--- src/rtl/uart_pkg.sv ---
`default_nettype none
// ============================================================================
// Module      : uart_pkg
// Description : Shared types and parity helper for the oversampling UART RX.
// Revision    : 1.0 - initial release
// ============================================================================
package uart_pkg;

    typedef enum logic [1:0] {
        PAR_NONE = 2'd0,
        PAR_EVEN = 2'd1,
        PAR_ODD  = 2'd2
    } parity_e;

    typedef enum logic [2:0] {
        IDLE  = 3'd0,
        START = 3'd1,
        DATA  = 3'd2,
        PAR   = 3'd3,
        STOP  = 3'd4,
        BRK   = 3'd5
    } rx_state_e;

    localparam int c_MAX_DATA_BITS = 9;

    // Expected parity bit for a payload; narrower payloads are zero-extended.
    function automatic logic calc_parity(input logic [c_MAX_DATA_BITS-1:0] data,
                                         input parity_e mode);
        logic w_x;
        w_x = ^data;
        case (mode)
            PAR_EVEN: return w_x;
            PAR_ODD:  return ~w_x;
            default:  return 1'b0;
        endcase
    endfunction

endpackage
`default_nettype wire

--- src/rtl/uart_rx_sampler.sv ---
`default_nettype none
// ============================================================================
// Module      : uart_rx_sampler
// Description : 2-FF synchroniser for rx plus 3-tap majority vote over ticks.
// Revision    : 1.0 - initial release
// ============================================================================
module uart_rx_sampler (
    input  logic clk,
    input  logic rst,
    input  logic baud_tick,
    input  logic rx,
    output logic rx_sync,
    output logic rx_vote
);

    logic       r_sync1;
    logic       r_sync2;
    logic [1:0] r_hist;

    always_ff @(posedge clk or posedge rst) begin
        if (rst) begin
            r_sync1 <= 1'b1;
            r_sync2 <= 1'b1;
            r_hist  <= 2'b11;
        end else begin
            r_sync1 <= rx;
            r_sync2 <= r_sync1;
            if (baud_tick) begin
                r_hist <= {r_hist[0], r_sync2};
            end
        end
    end

    assign rx_sync = r_sync2;

    // On a tick, this votes over the current and the two previous tick samples.
    assign rx_vote = (r_hist[1] & r_hist[0]) |
                     (r_hist[1] & r_sync2)   |
                     (r_hist[0] & r_sync2);

endmodule
`default_nettype wire

--- src/rtl/uart_rx_ovs.sv ---
`default_nettype none
// ============================================================================
// Module      : uart_rx_ovs
// Description : Oversampling UART receiver with majority-vote sampling,
//               parity/framing/overrun reporting and valid/ready output.
//               Optional break detection: define UART_RX_BREAK_DETECT_EN.
// Revision    : 1.0 - initial release
// ============================================================================
module uart_rx_ovs
    import uart_pkg::*;
#(
    parameter int DATA_BITS = 8,
    parameter int PARITY    = 0,
    parameter int STOP_BITS = 1,
    parameter int OVS       = 16
) (
    input  logic                 clk,
    input  logic                 rst,
    input  logic                 baud_tick,
    input  logic                 rx,
    output logic [DATA_BITS-1:0] rx_data,
    output logic                 rx_valid,
    input  logic                 rx_ready,
    output logic                 rx_par_err,
    output logic                 rx_frame_err,
    output logic                 rx_overrun
`ifdef UART_RX_BREAK_DETECT_EN
    ,
    output logic                 rx_break
`endif
);

    localparam int                 c_CNT_W     = $clog2(OVS);
    localparam int                 c_BIT_W     = $clog2(DATA_BITS + 1);
    localparam logic [c_CNT_W-1:0] c_MID       = c_CNT_W'(OVS / 2 - 1);
    localparam logic [c_CNT_W-1:0] c_END       = c_CNT_W'(OVS - 1);
    localparam logic [c_BIT_W-1:0] c_LAST_DATA = c_BIT_W'(DATA_BITS - 1);
    localparam logic [c_BIT_W-1:0] c_LAST_STOP = c_BIT_W'(STOP_BITS - 1);
    localparam parity_e            c_PAR_MODE  = parity_e'(2'(PARITY));
    localparam rx_state_e          c_AFT_DATA  = (PARITY == 0) ? STOP : PAR;

    logic                 w_rx_sync;
    logic                 w_rx_vote;
    rx_state_e            r_state;
    rx_state_e            w_state_nxt;
    logic [c_CNT_W-1:0]   r_cnt;
    logic [c_BIT_W-1:0]   r_bit_cnt;
    logic [DATA_BITS-1:0] r_shift;
    logic                 r_par_err;
    logic                 r_frm_err;
    logic                 r_done;
    logic                 w_done;
    logic                 w_mid;
    logic                 w_end;
`ifdef UART_RX_BREAK_DETECT_EN
    logic                 w_brk;
`endif

    uart_rx_sampler u_sampler (
        .clk       (clk),
        .rst       (rst),
        .baud_tick (baud_tick),
        .rx        (rx),
        .rx_sync   (w_rx_sync),
        .rx_vote   (w_rx_vote)
    );

    always_ff @(posedge clk or posedge rst) begin
        if (rst) begin
            r_state <= IDLE;
        end else begin
            r_state <= w_state_nxt;
        end
    end

    // After START confirms mid-bit, every later decision lands one bit period on.
    always_comb begin
        w_state_nxt = r_state;
        w_done      = 1'b0;
        w_mid       = (r_cnt == c_MID);
        w_end       = (r_cnt == c_END);
`ifdef UART_RX_BREAK_DETECT_EN
        w_brk       = 1'b0;
`endif
        if (baud_tick) begin
            case (r_state)
                IDLE:  if (!w_rx_sync) w_state_nxt = START;
                START: if (w_mid) w_state_nxt = w_rx_vote ? IDLE : DATA;
                DATA:  if (w_end && (r_bit_cnt == c_LAST_DATA)) w_state_nxt = c_AFT_DATA;
                PAR:   if (w_end) w_state_nxt = STOP;
                STOP: begin
                    if (w_end) begin
`ifdef UART_RX_BREAK_DETECT_EN
                        if ((r_bit_cnt == '0) && (r_shift == '0) && !w_rx_vote) begin
                            w_state_nxt = BRK;
                            w_brk       = 1'b1;
                        end else
`endif
                        if (r_bit_cnt == c_LAST_STOP) begin
                            w_state_nxt = IDLE;
                            w_done      = 1'b1;
                        end
                    end
                end
`ifdef UART_RX_BREAK_DETECT_EN
                BRK:   if (w_rx_vote) w_state_nxt = IDLE;
`endif
                default: w_state_nxt = IDLE;
            endcase
        end
    end

    always_ff @(posedge clk or posedge rst) begin
        if (rst) begin
            r_cnt     <= '0;
            r_bit_cnt <= '0;
            r_shift   <= '0;
            r_par_err <= 1'b0;
            r_frm_err <= 1'b0;
        end else if (baud_tick) begin
            if ((w_state_nxt != r_state) || (r_state == IDLE)) begin
                r_cnt     <= '0;
                r_bit_cnt <= '0;
            end else if (w_end) begin
                r_cnt     <= '0;
                r_bit_cnt <= r_bit_cnt + 1'b1;
            end else begin
                r_cnt <= r_cnt + 1'b1;
            end
            if (r_state == START) begin
                r_par_err <= 1'b0;
                r_frm_err <= 1'b0;
            end
            if ((r_state == DATA) && w_end) begin
                r_shift <= {w_rx_vote, r_shift[DATA_BITS-1:1]};
            end
            if ((r_state == PAR) && w_end) begin
                r_par_err <= (w_rx_vote != calc_parity(c_MAX_DATA_BITS'(r_shift), c_PAR_MODE));
            end
            if ((r_state == STOP) && w_end && !w_rx_vote) begin
                r_frm_err <= 1'b1;
            end
        end
    end

    // Delivery happens one clk after the last stop decision so the flags are settled.
    always_ff @(posedge clk or posedge rst) begin
        if (rst) begin
            r_done       <= 1'b0;
            rx_data      <= '0;
            rx_valid     <= 1'b0;
            rx_par_err   <= 1'b0;
            rx_frame_err <= 1'b0;
            rx_overrun   <= 1'b0;
        end else begin
            r_done     <= w_done;
            rx_overrun <= 1'b0;
            if (r_done && (!rx_valid || rx_ready)) begin
                rx_data      <= r_shift;
                rx_par_err   <= r_par_err;
                rx_frame_err <= r_frm_err;
                rx_valid     <= 1'b1;
            end else begin
                if (r_done) begin
                    rx_overrun <= 1'b1;
                end
                if (rx_valid && rx_ready) begin
                    rx_valid <= 1'b0;
                end
            end
        end
    end

`ifdef UART_RX_BREAK_DETECT_EN
    always_ff @(posedge clk or posedge rst) begin
        if (rst) begin
            rx_break <= 1'b0;
        end else begin
            rx_break <= w_brk;
        end
    end
`endif

endmodule
`default_nettype wire

--- config.mk ---
export PLATFORM = sky130hd
export DESIGN_NAME = uart_rx_ovs
export DESIGN_NICKNAME = d
export VERILOG_FILES = /design/src/rtl/uart_pkg.sv /design/src/rtl/uart_rx_sampler.sv /design/src/rtl/uart_rx_ovs.sv
export SDC_FILE = /design/constraint.sdc
export NUM_CORES = 1
export LEC_CHECK = 0
export CORE_MARGIN = 2
export CORE_UTILIZATION = 50
export DETAILED_ROUTE_END_ITERATION = 12
export PLACE_DENSITY = 0.81
export SLEW_MARGIN = 30
export SYNTH_ARGS = -nofsm -noshare
export SYNTH_HDL_FRONTEND = slang
export SYNTH_SLANG_ARGS = --single-unit
--- constraint.sdc ---
create_clock -name clk -period 1.65 [get_ports clk]
set_input_delay 0.2475 -clock clk [delete_from_list [all_inputs] [get_ports clk]]
set_output_delay 0.2475 -clock clk [all_outputs]
set_load 0.02 [all_outputs]
==> results of run 1 <==
==> registers in the layout, indices dropped and copies added, names as in the netlist <==
| register | flops |
|---|---|
| r_frm_err | 1 |
| u_sampler.r_hist | 2 |
| u_sampler.r_sync1 | 1 |
| rx_overrun | 1 |
| rx_par_err | 1 |
| r_shift | 8 |
| r_bit_cnt | 4 |
| rx_frame_err | 1 |
| r_cnt | 4 |
| rx_data | 8 |
| r_state | 3 |
| r_done | 1 |
| r_par_err | 1 |
| rx_valid | 1 |
| u_sampler.rx_sync | 1 |
==> final timing paths <==
check / from / endpoint / depth (start not counted)
setup / recovery: r_cnt[1] / r_shift[1] / 5
hold / removal: rst / rx_data[2] / 3
setup reg to reg: r_cnt[1] / r_shift[1] / 5
hold reg to reg: u_sampler.r_sync1 / u_sampler.rx_sync / 0
max in group asynchronous: rst / u_sampler.r_hist[1] / 3
min in group clk: rx / u_sampler.r_sync1 / 1
==> synth_stat cells (all sizes together) <==
| library cell | instances |
|---|---|
| dfrtp | 34 |
| mux2 | 20 |
| o21ai | 15 |
| inv | 9 |
| nand2 | 8 |
| nor2 | 8 |
| a21oi | 5 |
| buf | 5 |
| dfstp | 4 |
| nand4 | 4 |
| clkbuf | 3 |
| ha | 3 |
| o2bb2ai | 3 |
| o31ai | 3 |
| or3 | 3 |
| a22o | 2 |
| a31oi | 2 |
| and3 | 2 |
| nand2b | 2 |
| nand3 | 2 |
| o21a | 2 |
| or3b | 2 |
| a211oi | 1 |
| a32oi | 1 |
| maj3 | 1 |
| nand3b | 1 |
| nor3 | 1 |
| nor3b | 1 |
| nor4 | 1 |
| o211ai | 1 |
| o22ai | 1 |
| xor2 | 1 |
==> per-layer routing <==
metal | wire length (um) | global-route usage, % | vias up | share of wire, %
met2 | 1960 | 37.0 | 30 | 54
li1 | - | - | 619 | -
met3 | 156 | 5.89 | 7 | 4.3
met1 | 1490 | 23.7 | 631 | 41
met4 | 56 | 6.79 | 0 | 1.5
met5 | 0 | 0 | - | 0
==> worst register-to-register path, cell delays in order, from the launching register on <==
cell	delay, ps
dfrtp_1	420
ha_4	170
and3_4	210
nand2_4	50
or3_4	420
mux2_4	330
==> repair_timing <==
item,4_1_cts,5_1_grt
gates resized for setup,9,7
endpoints found under the setup margin,16,17
pin swaps,4,4
setup buffers,2,3
endpoints found under the hold margin,0,0
==> power by group <==
group / total (mW) / switching [mW] / internal [mW]
Sequential: 1.20 / 0.150 / 1.05
Clock: 0.798 / 0.324 / 0.474
Combinational: 0.961 / 0.531 / 0.430
==> cells by family (layout without fill, tap and decap cells) <==
kind of cell | count (synthesis) | in the layout | synth area share (%)
flip-flops | 38 | 38 | 53.7
multiplexers | 20 | 20 | 14.3
AO/OA/AOI/OAI | 36 | 36 | 12.6
adder cells (fa/ha/maj) | 4 | 4 | 2.67
buffers and inverters | 17 | 59 | 5.55
AND/OR/NAND/NOR | 35 | 35 | 10.7
XOR/XNOR | 1 | 1 | 0.492
==> layout by cell type (no fill, tap or decap), types with 2 or more instances in the layout <==
cell type        synthesis  routed
buf_12                   0       2
nand4_1                  4       4
nor2_1                   8       7
mux2_2                  12      12
o2bb2ai_1                3       3
mux2_4                   8       8
a22o_1                   2       2
inv_1                    9       9
clkbuf_4                 0       5
nand2_1                  7       7
dfstp_2                  4       4
dfrtp_1                 34      33
nand2b_1                 2       2
o21a_1                   2       2
or3_1                    3       2
o21ai_1                  2       2
nand3_1                  2       2
bufinv_16                0       2
buf_4                    0      24
a21oi_1                  5       5
o21ai_2                  0       3
ha_1                     3       2
o21ai_0                 13       9
o31ai_1                  3       2
clkdlybuf4s50_1          0      16
==> final cells by class <==
cell class                 count  area, um^2
sequential                    38         957
clock buffer                   5        37.5
clock inverter                 3        68.8
multi-input combinational     96         822
inverter                       9        33.8
fill                         223        1030
timing repair buffer          42         380
tap                           46        57.6
==> flow_metrics.py, run 1 <==
metrics = {
    "outcome": {
        "status": "finished with violations",
        "violations": "setup timing",
    },
    "critical_path": {
        "critPathTopFamily": "simple AND/OR/NAND/NOR gates",
        "path_class": "reg2reg",
        "crit_buf_inv": 0,
        "crit_chain": "ha_4, and3_4, nand2_4, or3_4, mux2_4",
        "cp-end-kind": "register",
        "cp_max_fo": 8,
        "worst_path_max_delay_cell": "dfrtp_1",
        "ff2ff_setup_slack_ps": -60,
        "critical_path.max_stage_delay_ps": 420,
        "arrival_ps": 1950,
        "startpoint_type": "register",
        "cp.required_ps": 1890,
    },
    "sta": {
        "finalHoldViolCount": 0,
        "maxSlewViolCount": 0,
        "hold_ws_ps": 224,
        "tns_ps": -518,
        "worst_slack_ps": -60.1,
        "worst_pin_slew_ps": 385,
        "fin_worst_skew_ps": 13.5,
        "rsz0062_at_grt": "true",
        "min_period_ps": 1710,
        "period_share_pct": 104,
        "fmax_ghz": 0.585,
        "setup_violations": 16,
        "relSlewSlack_pct": 74.1,
    },
    "synthesis": {
        "yosys.area.top_type": "dfrtp_1",
        "synth_seq_cells": 38,
        "ys.warnings.count": 0,
        "seq_area_frac_synth_pct": 53.7,
        "synth_top_area_share_pct": 47.8,
        "synth_area_um2": 1780,
        "synth_fp_nets": 159,
        "netlist-cell-type-count": 37,
        "synthCells": 151,
        "synth_area_per_cell_um2": 11.8,
        "yosys-top-cells-area": "dfrtp_1 48%, mux2_2 7.6%, mux2_4 6.7%",
    },
    "floorplan": {
        "fp.dieH_um": 63.7,
        "io_pins": 17,
        "core-area_um2": 3390,
        "die_area_um2": 4050,
        "start_util_pct": 52.5,
        "std_cell_rows": 21,
        "die_w_um": 63.7,
    },
    "power": {
        "power_density_nw_per_um2": 1260,
        "vdd_ir_drop_max_mv": 0.978,
        "leakagePower_nw": 1.10,
        "totalPowerFinal_mw": 2.96,
    },
    "routing": {
        "ant_nets": 0,
        "firstDrtPassIters": 4,
        "post_drt_wl_per_cell_um": 15.3,
        "via_count": 1287,
        "wl_mm": 3.66,
        "vias_per_cell": 5.38,
        "drt_iter0_markers": 53,
        "drc": 0,
    },
    "clock_tree": {
        "ctsRootBufferMaster": "clkbuf_4",
        "ctsHoldBuffers": 0,
        "cts.sinks": 38,
        "cts_buffers": 5,
        "ctsLongestPathBuffers": 2,
        "cts_tree": "done",
        "clk_latency_ps": 350,
        "cts_max_level": 2,
        "clk_pin_slew_ps": 130,
    },
    "finish": {
        "drive_gt1_share_pct": 37.8,
        "final_util_pct": 69.5,
        "area_delta_synth_final_pct": 32.4,
        "final_area_um2": 2360,
        "antenna_cells": 0,
        "fin_nets": 200,
        "stdcell_count": 239,
    },
    "grt": {
        "grt_usage_pct": 20.7,
        "antenna_found_initial": 0,
        "overflow": 0,
        "grt_pass1_vias": 1353,
        "grt_start_max_net_pins": 39,
        "grt_pass1_wl_mm": 6.31,
    },
    "placement": {
        "numPortBuffers": 16,
        "gp_congestion": 0.794,
        "post-place-ws_ps": -181,
        "placed_area_um2": 2150,
        "placedCellCount": 227,
        "dp_hpwl_mm": 2.54,
    },
    "worst_hold_path": {
        "hold_path_class": "in2async",
    },
    "run": {
        "drv_cap": 0,
    },
}
No activity file was read; power rests on OpenSTA's default activity.
==> run 2: changes to the inputs <==
--- a/config.mk
+++ b/config.mk
@@ -5,7 +5,6 @@
 export SDC_FILE = /design/constraint.sdc
 export NUM_CORES = 1
 export LEC_CHECK = 0
-export CORE_MARGIN = 2
 export CORE_UTILIZATION = 50
 export DETAILED_ROUTE_END_ITERATION = 12
 export PLACE_DENSITY = 0.81
==> run 2 against run 1 <==
The flow still finishes with violations (setup timing). Final cell count increased by 1.3%. Global-route usage grew 1.6 points. Fmax down 2.0%. Die area down 6.2%. Combinational power is 6% higher.
==> flow_metrics.py, run 2 (synthesis gave the netlist of run 1 again) <==
metrics = {
    "critical_path": {
        "cp.required_ps": 1890,
        "path_class": "reg2reg",
        "startpoint_type": "register",
        "rr_startpoint": "r_cnt[0]",
        "arrival_ps": 1990,
        "cp-end-kind": "register",
        "startpoint": "r_cnt[0]",
        "cp_max_fo": 8,
    },
    "floorplan": {
        "fp.dieH_um": 61.7,
        "die_w_um": 61.7,
        "io_pins": 17,
        "core-area_um2": 3360,
        "std_cell_rows": 21,
        "start_util_pct": 52.9,
        "die_area_um2": 3800,
    },
    "finish": {
        "antenna_cells": 0,
        "drive_gt1_share_pct": 40.3,
        "final_area_um2": 2340,
        "stdcell_count": 242,
        "fin_nets": 203,
        "reg.largest.list": "r_shift x8, rx_data x8",
        "n_fill_cell": 245,
        "mostFrequentLayoutCell": "dfrtp_1",
        "area_delta_synth_final_pct": 31.6,
        "mostFrequentLayoutCells": "33 x dfrtp_1, 26 x buf_4, 16 x clkdlybuf4s50_1",
    },
    "sta": {
        "worst_slack_ps": -94.4,
        "finalHoldViolCount": 0,
        "rsz0062_at_grt": "true",
        "maxSlewViolCount": 0,
        "min_period_ps": 1740,
        "worst_pin_slew_ps": 453,
        "fin_worst_skew_ps": 1.29,
        "setup_violations": 16,
        "period_share_pct": 106,
        "relSlewSlack_pct": 69.8,
        "fmax_ghz": 0.573,
    },
    "routing": {
        "wl_mm": 3.86,
        "firstDrtPassIters": 5,
        "drc": 0,
        "via_count": 1369,
        "vias_per_cell": 5.66,
        "ant_nets": 0,
        "post_drt_wl_per_cell_um": 16.0,
        "drt_iter0_markers": 60,
    },
    "grt": {
        "grt_start_max_net_pins": 13,
        "antenna_found_initial": 0,
        "grt_usage_pct": 22.3,
        "overflow": 0,
        "grt_pass1_wl_mm": 5.89,
        "grt_pass1_vias": 1313,
    },
    "power": {
        "power_density_nw_per_um2": 1170,
        "leakagePower_nw": 1.08,
        "vdd_ir_drop_max_mv": 0.647,
    },
    "placement": {
        "placedCellCount": 226,
        "dp_hpwl_mm": 2.57,
        "numPortBuffers": 16,
        "gp_congestion": 0.814,
        "placed_area_um2": 2130,
    },
    "outcome": {
        "status": "finished with violations",
        "violations": "setup timing",
    },
    "clock_tree": {
        "cts.sinks": 38,
        "clk_latency_ps": 340,
        "clk_pin_slew_ps": 110,
        "cts_tree": "done",
        "ctsRootBufferMaster": "clkbuf_4",
        "ctsLongestPathBuffers": 2,
        "cts_buffers": 5,
        "cts_max_level": 2,
    },
    "worst_hold_path": {
        "hold_path_class": "in2async",
    },
    "run": {
        "drv_cap": 0,
    },
}
-- run 2: cell type report --
class	count	area, um^2	area share (%)
inverter	9	33.8	1.44
sequential	38	957	40.8
clock inverter	2	12.5	0.534
tap	46	57.6	2.46
timing repair buffer	45	398	17.0
clock buffer	6	51.3	2.19
multi-input combinational	96	833	35.6
-- run 2: metal layers --
metal	up-vias	share of wire [%]	track usage, %
li1	632	-	-
met1	660	41	24.5
met2	64	51	40.6
met3	13	5.3	6.30
met4	0	2.2	8.57
met5	-	0	0
-- run 2: metrics by stage --
step	power, mW	setup slack (ps)	hold slack (ps)	TNS, ps	utilization, %
floorplan	1.75	-109	252	-886	-
global placement	1.92	-202	348	-2250	63.5
detailed placement	1.99	-227	349	-3200	63.5
CTS	2.60	-77.7	207	-621	68.2
global route	2.89	-153	257	-1670	69.7
finish	2.75	-94.4	202	-981	69.7
-- run 2: timing repair --
item	4_1_cts	5_1_grt
endpoints found under the setup margin	17	18
pin swaps	11	11
resized for setup	11	10
hold buffers	0	0
setup buffers	7	3
-- run 2: worst max-delay path, stage by stage (launching register included) --
cell and delay, ps:
dfrtp_1 430, ha_4 190, and3_4 210, nand2_4 40, or3_1 320, buf_6 160, mux2_4 300
-- run 2: power breakdown --
group	total, mW	internal, mW	switching (mW)
registers	1.22	1.05	0.166
logic	1.02	0.450	0.573
clock network	0.509	0.205	0.304
-- run 2: final timing paths --
check / cells past startpoint / endpoint / slack, ps
max: 6 / r_shift[3] / -90
min: 2 / r_state[1] / 200
max reg2reg: 6 / r_shift[3] / -90
min reg2reg: 0 / u_sampler.rx_sync / 360
max in group asynchronous: 3 / rx_data[6] / 930
min in group clk: 1 / u_sampler.r_sync1 / 300
==> run 3: changes to the inputs <==
--- a/config.mk
+++ b/config.mk
@@ -5,9 +5,10 @@
 export SDC_FILE = /design/constraint.sdc
 export NUM_CORES = 1
 export LEC_CHECK = 0
-export CORE_UTILIZATION = 50
+export CORE_UTILIZATION = 35
+export CTS_BUF_LIST = sky130_fd_sc_hd__clkbuf_16
 export DETAILED_ROUTE_END_ITERATION = 12
-export PLACE_DENSITY = 0.81
+export PLACE_DENSITY = 0.65
 export SLEW_MARGIN = 30
 export SYNTH_ARGS = -nofsm -noshare
 export SYNTH_HDL_FRONTEND = slang
==> run 3 against run 2 <==
Combinational power about the same. Largest cell class unchanged. Sequential power about the same. Sequential share of layout area fell by 2.5 points. Power increased by 20%. The flow still finishes with violations (setup timing). Design area up 6.6%. Wire length decreased by 6.0%. Non-clock buffer count is the same. Critical path depth did not move. Fmax up 2.1%. Largest power group unchanged.
==> flow_metrics.py, run 3 (synthesis gave the netlist of run 1 again) <==
metrics = {
    "outcome": {
        "status": "finished with violations",
        "violations": "setup timing",
    },
    "critical_path": {
        "cp.required_ps": 1810,
        "crit_chain": "ha_4, and3_4, nand2_4, or3_1, buf_6, mux2_4",
        "reg2reg_depth": 6,
        "cp_max_fo": 8,
        "crit_end": "r_shift[2]",
        "critPathTopFamily": "simple AND/OR/NAND/NOR gates",
        "crit_buf_inv": 1,
        "cp-end-kind": "register",
        "rr_startpoint": "r_cnt[0]",
        "path_class": "reg2reg",
        "critical_path.max_stage_delay_ps": 400,
        "arrival_ps": 1870,
        "startpoint": "r_cnt[0]",
        "startpoint_type": "register",
        "worst_path_max_delay_cell": "dfrtp_1",
        "cp.depth": 6,
        "worst_r2r_endpoint": "r_shift[2]",
        "ff2ff_setup_slack_ps": -60,
    },
    "placement": {
        "dp_hpwl_mm": 2.56,
        "numPortBuffers": 16,
        "gp_congestion": 0.909,
        "post-place-ws_ps": -194,
    },
    "finish": {
        "drive_gt1_share_pct": 40.3,
        "fin_nets": 203,
        "mostFrequentLayoutCell": "dfrtp_1",
        "area_delta_synth_final_pct": 40.3,
        "reg.largest.list": "r_shift x8, rx_data x8",
        "mostFrequentLayoutCells": "32 x dfrtp_1, 24 x buf_4, 16 x clkdlybuf4s50_1",
        "antenna_cells": 0,
    },
    "sta": {
        "maxSlewViolCount": 0,
        "finalHoldViolCount": 0,
        "fin_worst_skew_ps": 5.43,
        "tns_ps": -505,
        "relSlewSlack_pct": 72.0,
        "fmax_ghz": 0.585,
        "min_period_ps": 1710,
        "period_share_pct": 104,
        "worst_slack_ps": -59.1,
        "hold_ws_ps": 340,
        "setup_violations": 13,
        "rsz0062_at_grt": "true",
        "worst_pin_slew_ps": 416,
    },
    "routing": {
        "ant_nets": 0,
        "drc": 0,
        "vias_per_cell": 5.08,
        "firstDrtPassIters": 4,
        "wl_mm": 3.63,
        "drt_iter0_markers": 59,
        "post_drt_wl_per_cell_um": 13.8,
        "via_count": 1335,
    },
    "grt": {
        "overflow": 0,
        "grt_usage_pct": 14.6,
        "grt_pass1_wl_mm": 5.98,
        "antenna_found_initial": 0,
        "grt_start_max_net_pins": 39,
        "grt_pass1_vias": 1309,
    },
    "power": {
        "sw_frac_of_total_pct": 32.1,
        "pwr-share-seq_pct": 37.0,
        "leakagePower_nw": 1.13,
        "pwr-share-clk_pct": 32.7,
        "p_comb_share_pct": 30.3,
        "vdd_ir_drop_max_mv": 0.771,
        "switchingPower_mw": 1.06,
        "power_density_nw_per_um2": 1320,
        "intPower_mw": 2.24,
    },
    "floorplan": {
        "core-area_um2": 4820,
        "die_area_um2": 5380,
        "std_cell_rows": 25,
        "start_util_pct": 37.0,
        "io_pins": 17,
        "die_w_um": 73.3,
        "fp.dieH_um": 73.3,
    },
    "clock_tree": {
        "cts_max_level": 2,
        "ctsLongestPathBuffers": 2,
        "cts.sinks": 38,
        "cts_buffers": 5,
        "cts_tree": "done",
        "ctsRootBufferMaster": "clkbuf_16",
        "clk_pin_slew_ps": 60,
        "clk_latency_ps": 270,
        "ctsHoldBuffers": 0,
    },
    "worst_hold_path": {
        "hold_path_class": "in2async",
    },
    "run": {
        "drv_cap": 0,
    },
}
## run 3: cell count changes in the layout (fill, tap and decap cells not counted), sizes merged
cell      before  now
clkinv         1    0
bufinv         0    1
clkbuf         6    5
clkinvlp       1    2
## run 3: stage by stage
stage | std cells | instance area (um^2) | utilization (%) | power (mW)
finish | 263 | 2500 | 51.8 | 3.30
global route | 263 | 2500 | 51.8 | 3.48
CTS | 262 | 2440 | 50.7 | 3.24
detailed placement | 250 | 2200 | 45.6 | 2.02
global placement | 250 | 2200 | 45.6 | 1.97
floorplan | 151 | 1810 | - | 1.75
## run 3: area by class of cell
class,count,area (um^2)
repair buffers,45,414
fillers,436,2320
well taps,67,83.8
multi-input cells,96,837
clock inverters,3,45.0
clock buffers,5,125
flip-flops and latches,38,958
inverters,9,33.8
## run 3: worst min-delay path, cell delays in order
cell and delay (ps):
clkdlybuf4s50_1 400, inv_1 100, buf_12 230
## run 3: power groups by stage
stage	logic, mW	registers [mW]	clock network, mW
3_5_place_dp	0.801	1.22	0
2_1_floorplan	0.619	1.13	0
4_1_cts	0.934	1.21	1.10
5_1_grt	1.10	1.24	1.14
3_3_place_gp	0.765	1.21	0
6_report	1.00	1.22	1.08
## run 3: worst min-delay path by stage
stage | from | to | slack (ps) | cells after the start
finish | rst | r_done | 340 | 3
floorplan | rx | u_sampler.r_sync1 | 250 | 0
global route | rst | r_done | 360 | 3
CTS | rst | rx_data[2] | 350 | 3
detailed placement | u_sampler.r_sync1 | u_sampler.rx_sync | 350 | 0
global placement | u_sampler.r_sync1 | u_sampler.rx_sync | 350 | 0
## run 3: metal layers
layer / global-route usage, % / up-vias / wire (um)
met5: 0 / - / 0
met4: 3.21 / 0 / 31
met3: 4.12 / 3 / 123
met2: 24.9 / 35 / 1860
met1: 18.3 / 669 / 1610
li1: - / 628 / -
## run 3: repair_timing
| action | in CTS | in global routing |
|---|---|---|
| buffers inserted | 4 | 1 |
| endpoints found under the hold margin | 0 | 0 |
| pin swaps | 8 | 10 |
| setup endpoints to repair | 16 | 18 |
| gates resized for setup | 13 | 11 |
